`config.mk`:
```
export PLATFORM = sky130hd
export DESIGN_NAME = pipe_ctrl
export DESIGN_NICKNAME = d
export VERILOG_FILES = /design/src/rtl/pipe_ctrl.sv
export SDC_FILE = /design/constraint.sdc
export NUM_CORES = 1
export LEC_CHECK = 0
export BUFFER_PORTS_ARGS = -buffer_cell sky130_fd_sc_hd__buf_4
export CAP_MARGIN = 5
export CORE_MARGIN = 5
export CORE_UTILIZATION = 41
export CTS_BUF_LIST = sky130_fd_sc_hd__clkbuf_8
export DETAILED_ROUTE_END_ITERATION = 10
export GPL_ROUTABILITY_DRIVEN = 0
export PLACE_DENSITY = 0.81
export SYNTH_ARGS = -nofsm -noshare
export SYNTH_HDL_FRONTEND = slang
export SYNTH_SLANG_ARGS = --single-unit
```
`constraint.sdc`:
```
create_clock -name clk -period 4.8 [get_ports clk]
set_input_delay 1.2 -clock clk [delete_from_list [all_inputs] [get_ports clk]]
set_output_delay 1.2 -clock clk [all_outputs]
set_load 0.1 [all_outputs]
```
`src/rtl/pipe_ctrl.sv`:
```
// Pipeline hazard controller: thermometer stall generation, exception/eret
// flush sequencing with redirect target, and stall statistics with a watchdog.
module pipe_ctrl #(
   parameter int NSTAGE       = 6,
   parameter int ADDR_W       = 32,
   parameter int FLUSH_CYCLES = 1,
   parameter int WDOG_LIMIT   = 255,
   parameter int CNT_W        = 32
) (
   input  logic              clk,
   input  logic              rst,
   input  logic [NSTAGE-1:0] stall_req_i,
   input  logic              excp_valid_i,
   input  logic              excp_is_eret_i,
   input  logic [ADDR_W-1:0] epc_in_i,
   input  logic [ADDR_W-1:0] excp_base_i,
   input  logic              stat_clr_i,
   output logic [NSTAGE-1:0] stall_o,
   output logic              flush_o,
   output logic [ADDR_W-1:0] new_pc_o,
   output logic [CNT_W-1:0]  stall_cycles_o,
   output logic              stall_timeout_o
);

   localparam int              WDOG_W    = (WDOG_LIMIT < 2) ? 1 : $clog2(WDOG_LIMIT + 1);
   localparam logic [WDOG_W-1:0] WDOG_MAX = WDOG_W'(WDOG_LIMIT);
   localparam logic [3:0]      FCNT_LOAD = 4'(FLUSH_CYCLES - 1);
   localparam bit              MULTI_CYC = (FLUSH_CYCLES > 1);

   typedef enum logic {
      RUN   = 1'b0,
      FLUSH = 1'b1
   } state_e;

   state_e            state_q, state_d;
   logic [3:0]        fcnt_q, fcnt_d;
   logic [ADDR_W-1:0] tgt_q, tgt_d;
   logic [NSTAGE-1:0] therm;
   logic [ADDR_W-1:0] excp_tgt;

   logic [CNT_W-1:0]  cyc_q, cyc_d;
   logic [WDOG_W-1:0] run_q, run_d;
   logic              to_q, to_d;
   logic              stalling;

   // A stage must hold whenever it or any younger-indexed stage above it stalls.
   always_comb begin
      therm = '0;
      for (int i = 0; i < NSTAGE; i++) begin
         therm[i] = |(stall_req_i >> i);
      end
   end

   assign excp_tgt = excp_is_eret_i ? epc_in_i : excp_base_i;

   // NOTE: every signal written here gets a default first, so no latch is inferred.
   always_comb begin
      state_d  = state_q;
      fcnt_d   = fcnt_q;
      tgt_d    = tgt_q;
      stall_o  = '0;
      flush_o  = 1'b0;
      new_pc_o = '0;
      unique case (state_q)
         RUN: begin
            if (excp_valid_i) begin
               flush_o  = 1'b1;
               new_pc_o = excp_tgt;
               if (MULTI_CYC) begin
                  state_d = FLUSH;
                  fcnt_d  = FCNT_LOAD;
                  tgt_d   = excp_tgt;
               end
            end else begin
               stall_o = therm;
            end
         end
         FLUSH: begin
            flush_o  = 1'b1;
            new_pc_o = tgt_q;
            fcnt_d   = fcnt_q - 4'd1;
            if (fcnt_q == 4'd1) begin
               state_d = RUN;
            end
         end
         default: state_d = RUN;
      endcase
      // Reset masks the outputs combinationally, even before the first edge.
      if (rst) begin
         stall_o  = '0;
         flush_o  = 1'b0;
         new_pc_o = '0;
      end
   end

   // NOTE: state registers use non-blocking assignment so every flop samples pre-edge values.
   always_ff @(posedge clk) begin
      if (rst) begin
         state_q <= RUN;
         fcnt_q  <= '0;
         tgt_q   <= '0;
      end else begin
         state_q <= state_d;
         fcnt_q  <= fcnt_d;
         tgt_q   <= tgt_d;
      end
   end

   assign stalling = |stall_o;

   always_comb begin
      cyc_d = cyc_q;
      run_d = run_q;
      to_d  = to_q;
      if (stat_clr_i) begin
         cyc_d = '0;
         run_d = '0;
         to_d  = 1'b0;
      end else if (stalling) begin
         if (~&cyc_q) begin
            cyc_d = cyc_q + CNT_W'(1);
         end
         if (run_q < WDOG_MAX) begin
            run_d = run_q + WDOG_W'(1);
         end
         if (run_d == WDOG_MAX) begin
            to_d = 1'b1;
         end
      end else begin
         run_d = '0;
      end
   end

   always_ff @(posedge clk) begin
      if (rst) begin
         cyc_q <= '0;
         run_q <= '0;
         to_q  <= 1'b0;
      end else begin
         cyc_q <= cyc_d;
         run_q <= run_d;
         to_q  <= to_d;
      end
   end

   assign stall_cycles_o  = cyc_q;
   assign stall_timeout_o = to_q;

endmodule

```
==> results.ini <==
[power]
worst_ir_drop_vdd_uv=155
power.density_nw_per_um2=215
power_uw=865
power.leakage_nw=1.73

[global_routing]
grt_max_degree=33
antenna_found_initial=0
grt_pass1_vias=2903
grt_pass1_wl_um=13600
overflow=0
grt_usage_pct=18.9

[synthesis]
syn_inst=365
synth_edf_count=0
synthSimpleGateAreaFrac_pct=30.1
yosys.area_share.xor_xnor_pct=3.42
synth_compound_area_share_pct=15.3
synth_area_leaders=dfxtp_1, mux2i_1, nor2_1, or3_1, a21oi_1
synth.area.mux_share_pct=12.1
synth_top_area_share_pct=32.7
ys_seq_area_share_pct=32.7
synth.avg_cell_area_um2=7.73
synthAdderAreaFrac_pct=1.77
netlist_area_um2=2820
synth_nets=444
synth_top_area_cell=dfxtp_1
async_flop_share_pct=0
synth_flop_cell=dfxtp_1
yosysWarnings=0
synth-seq-cells=46
ys_types=42
synth_top_family_by_area=simple AND/OR/NAND/NOR gates

[cts]
cts_tree=built
post-cts-setup-buffers=0
clkTransAtPathRegs_ps=80
clock_latency_ps=300
cts_buffers=5
cts_sinks=46
cts_resized=0
cts_buffer_depth=2
hold_buffers=0
cts_max_level=2
cts_root_buffer=clkbuf_8

[cells_and_area]
layout.nets=576
final_cells=578
drive_above_1_share_pct=31.9
layout_common_cells=buf_4, nor2_1, dfxtp_1, mux2i_1, a21oi_1
fillers=610
syn_to_final_growth_pct=42.5
num_antenna_cells=0
final_common_cell=buf_4

[sta]
max_freq_mhz=259
whs_ps=507
worst_slack_ps=939
relSlewSlack_pct=33.9
post-route-min-period_ps=3860
final_max_slew_viol_count=0
rsz0062_at_grt=no
setup_viol=0
hold_violations=0
tightest_slew_ps=990
finalCritPeriodShare_pct=80.4
tns_ps=0
fin_worst_skew_ps=9.56

[place]
place_inst=570
dp_hpwl_um=6760
place_ws_ps=901
port_buffers=146

[floorplanning]
rows=30
io_pins=147
start_util_pct=41.7
dieArea_um2=8640
coreArea_um2=6760
dieHeight_um=92.9
die_x_um=92.9

[critical_path]
cp_data_arrival_time_ps=2660
crit_type=in -> out
critical_path_required_ps=3600
cp_max_fo=32
crit_slowest_cell=nand2_1
crit_family=simple AND/OR/NAND/NOR gates
end_kind=output pin
crit_buf_inv=2
cpPeakStageDelay_ps=570
crit_chain=buf_4 -> nor2_1 -> nand2_1 -> nor2_1 -> buf_4
critPathLaunchType=primary input

[detailed_routing]
routed-via-count=3126
wl_um=8720
drcViolationCount=0
first_pass_iters=4
wire_per_inst_um=15.1
antenna_left=0
viasPerCell=5.41
drt-initial-drc-count=139

[min_path]
holdCritPathClass=reg -> reg

[run]
drv_cap=0

[run_status]
status=finished, final reports clean

[final timing paths]
kind | startpoint | to | slack, ps | cells past startpoint
hold reg to reg | fcnt_q[1]$_SDFFE_PP0P_ | fcnt_q[1]$_SDFFE_PP0P_ | 510 | 2
setup reg to reg | state_q$_SDFF_PP0_ | stall_cycles_o[28]$_SDFFE_PP0P_ | 2380 | 6
hold / removal | fcnt_q[1]$_SDFFE_PP0P_ | fcnt_q[1]$_SDFFE_PP0P_ | 510 | 2
setup / recovery | rst | new_pc_o[29] | 940 | 5
[synth_stat cells (2+ instances only)]
cell type and count:
nor2_1 62, dfxtp_1 46, mux2i_1 34, a21oi_1 28
or3_1 24, o21ai_1 21, nand2_1 20, nand3_1 20
clkbuf_1 12, nand4_1 11, inv_1 9, xnor2_1 6
buf_1 5, nor3_1 5, o31ai_1 5, xor2_1 5
and3_1 4, and4_1 4, buf_2 4, ha_1 4
nor4_1 4, or4_1 4, a211oi_1 3, o21ai_0 3
a32o_1 2, nor3b_1 2, nor4b_1 2, o21a_1 2
[cell families after synthesis]
family / after synthesis
buffers and inverters: 32
DFF: 46
adders and majority gates: 4
xor gates and xnor gates: 11
muxes: 34
and+or+nand+nor: 168
AOI/OAI and AO/OA: 70
[per-stage QoR]
stage / utilization (%) / cell area (µm²)
2_1_floorplan: - / 2820
3_5_place_dp: 58.1 / 3930
4_1_cts: 59.5 / 4020
3_3_place_gp: 58.1 / 3930
5_1_grt: 59.5 / 4020
6_report: 59.5 / 4020
[sequential cells by signal, summed over array words and instances, names as in the netlist]
signal,count
stall_timeout_o,1
state_q,1
stall_cycles_o,32
fcnt_q,4
run_q,8
[worst reg2reg max path: stages, from the launching register on]
cell       delay, ps
dfxtp_1          400
or3_1            500
a21o_4           250
clkinv_2         120
o2111ai_1        430
or3_1            500
a21oi_1          150
[layout make-up]
cell class	instances	area, µm²	share of cell area [%]
Clock buffer	6	82.6	2.05
Multi-Input combinational cell	287	1770	43.9
Timing Repair Buffer	147	1100	27.5
Sequential cell	46	921	22.9
Clock inverter	2	8.76	0.218
Inverter	10	38.8	0.965
Tap cell	80	100	2.49
[report_power, final]
part | total [mW] | internal (mW) | switching (mW)
sequential | 0.383 | 0.382 | 0.00107
combinational | 0.243 | 0.0772 | 0.166
clock | 0.239 | 0.114 | 0.125
total | 0.865 | 0.573 | 0.291
[layer usage]
metal | global-route usage [%] | up-vias | wire [µm]
met2 | 32.5 | 97 | 4280
li1 | - | 1585 | -
met4 | 5.74 | 0 | 146
met5 | 0 | - | 0
met3 | 5.61 | 17 | 600
met1 | 22.7 | 1427 | 3700
Power figures use the tool's default switching activity.
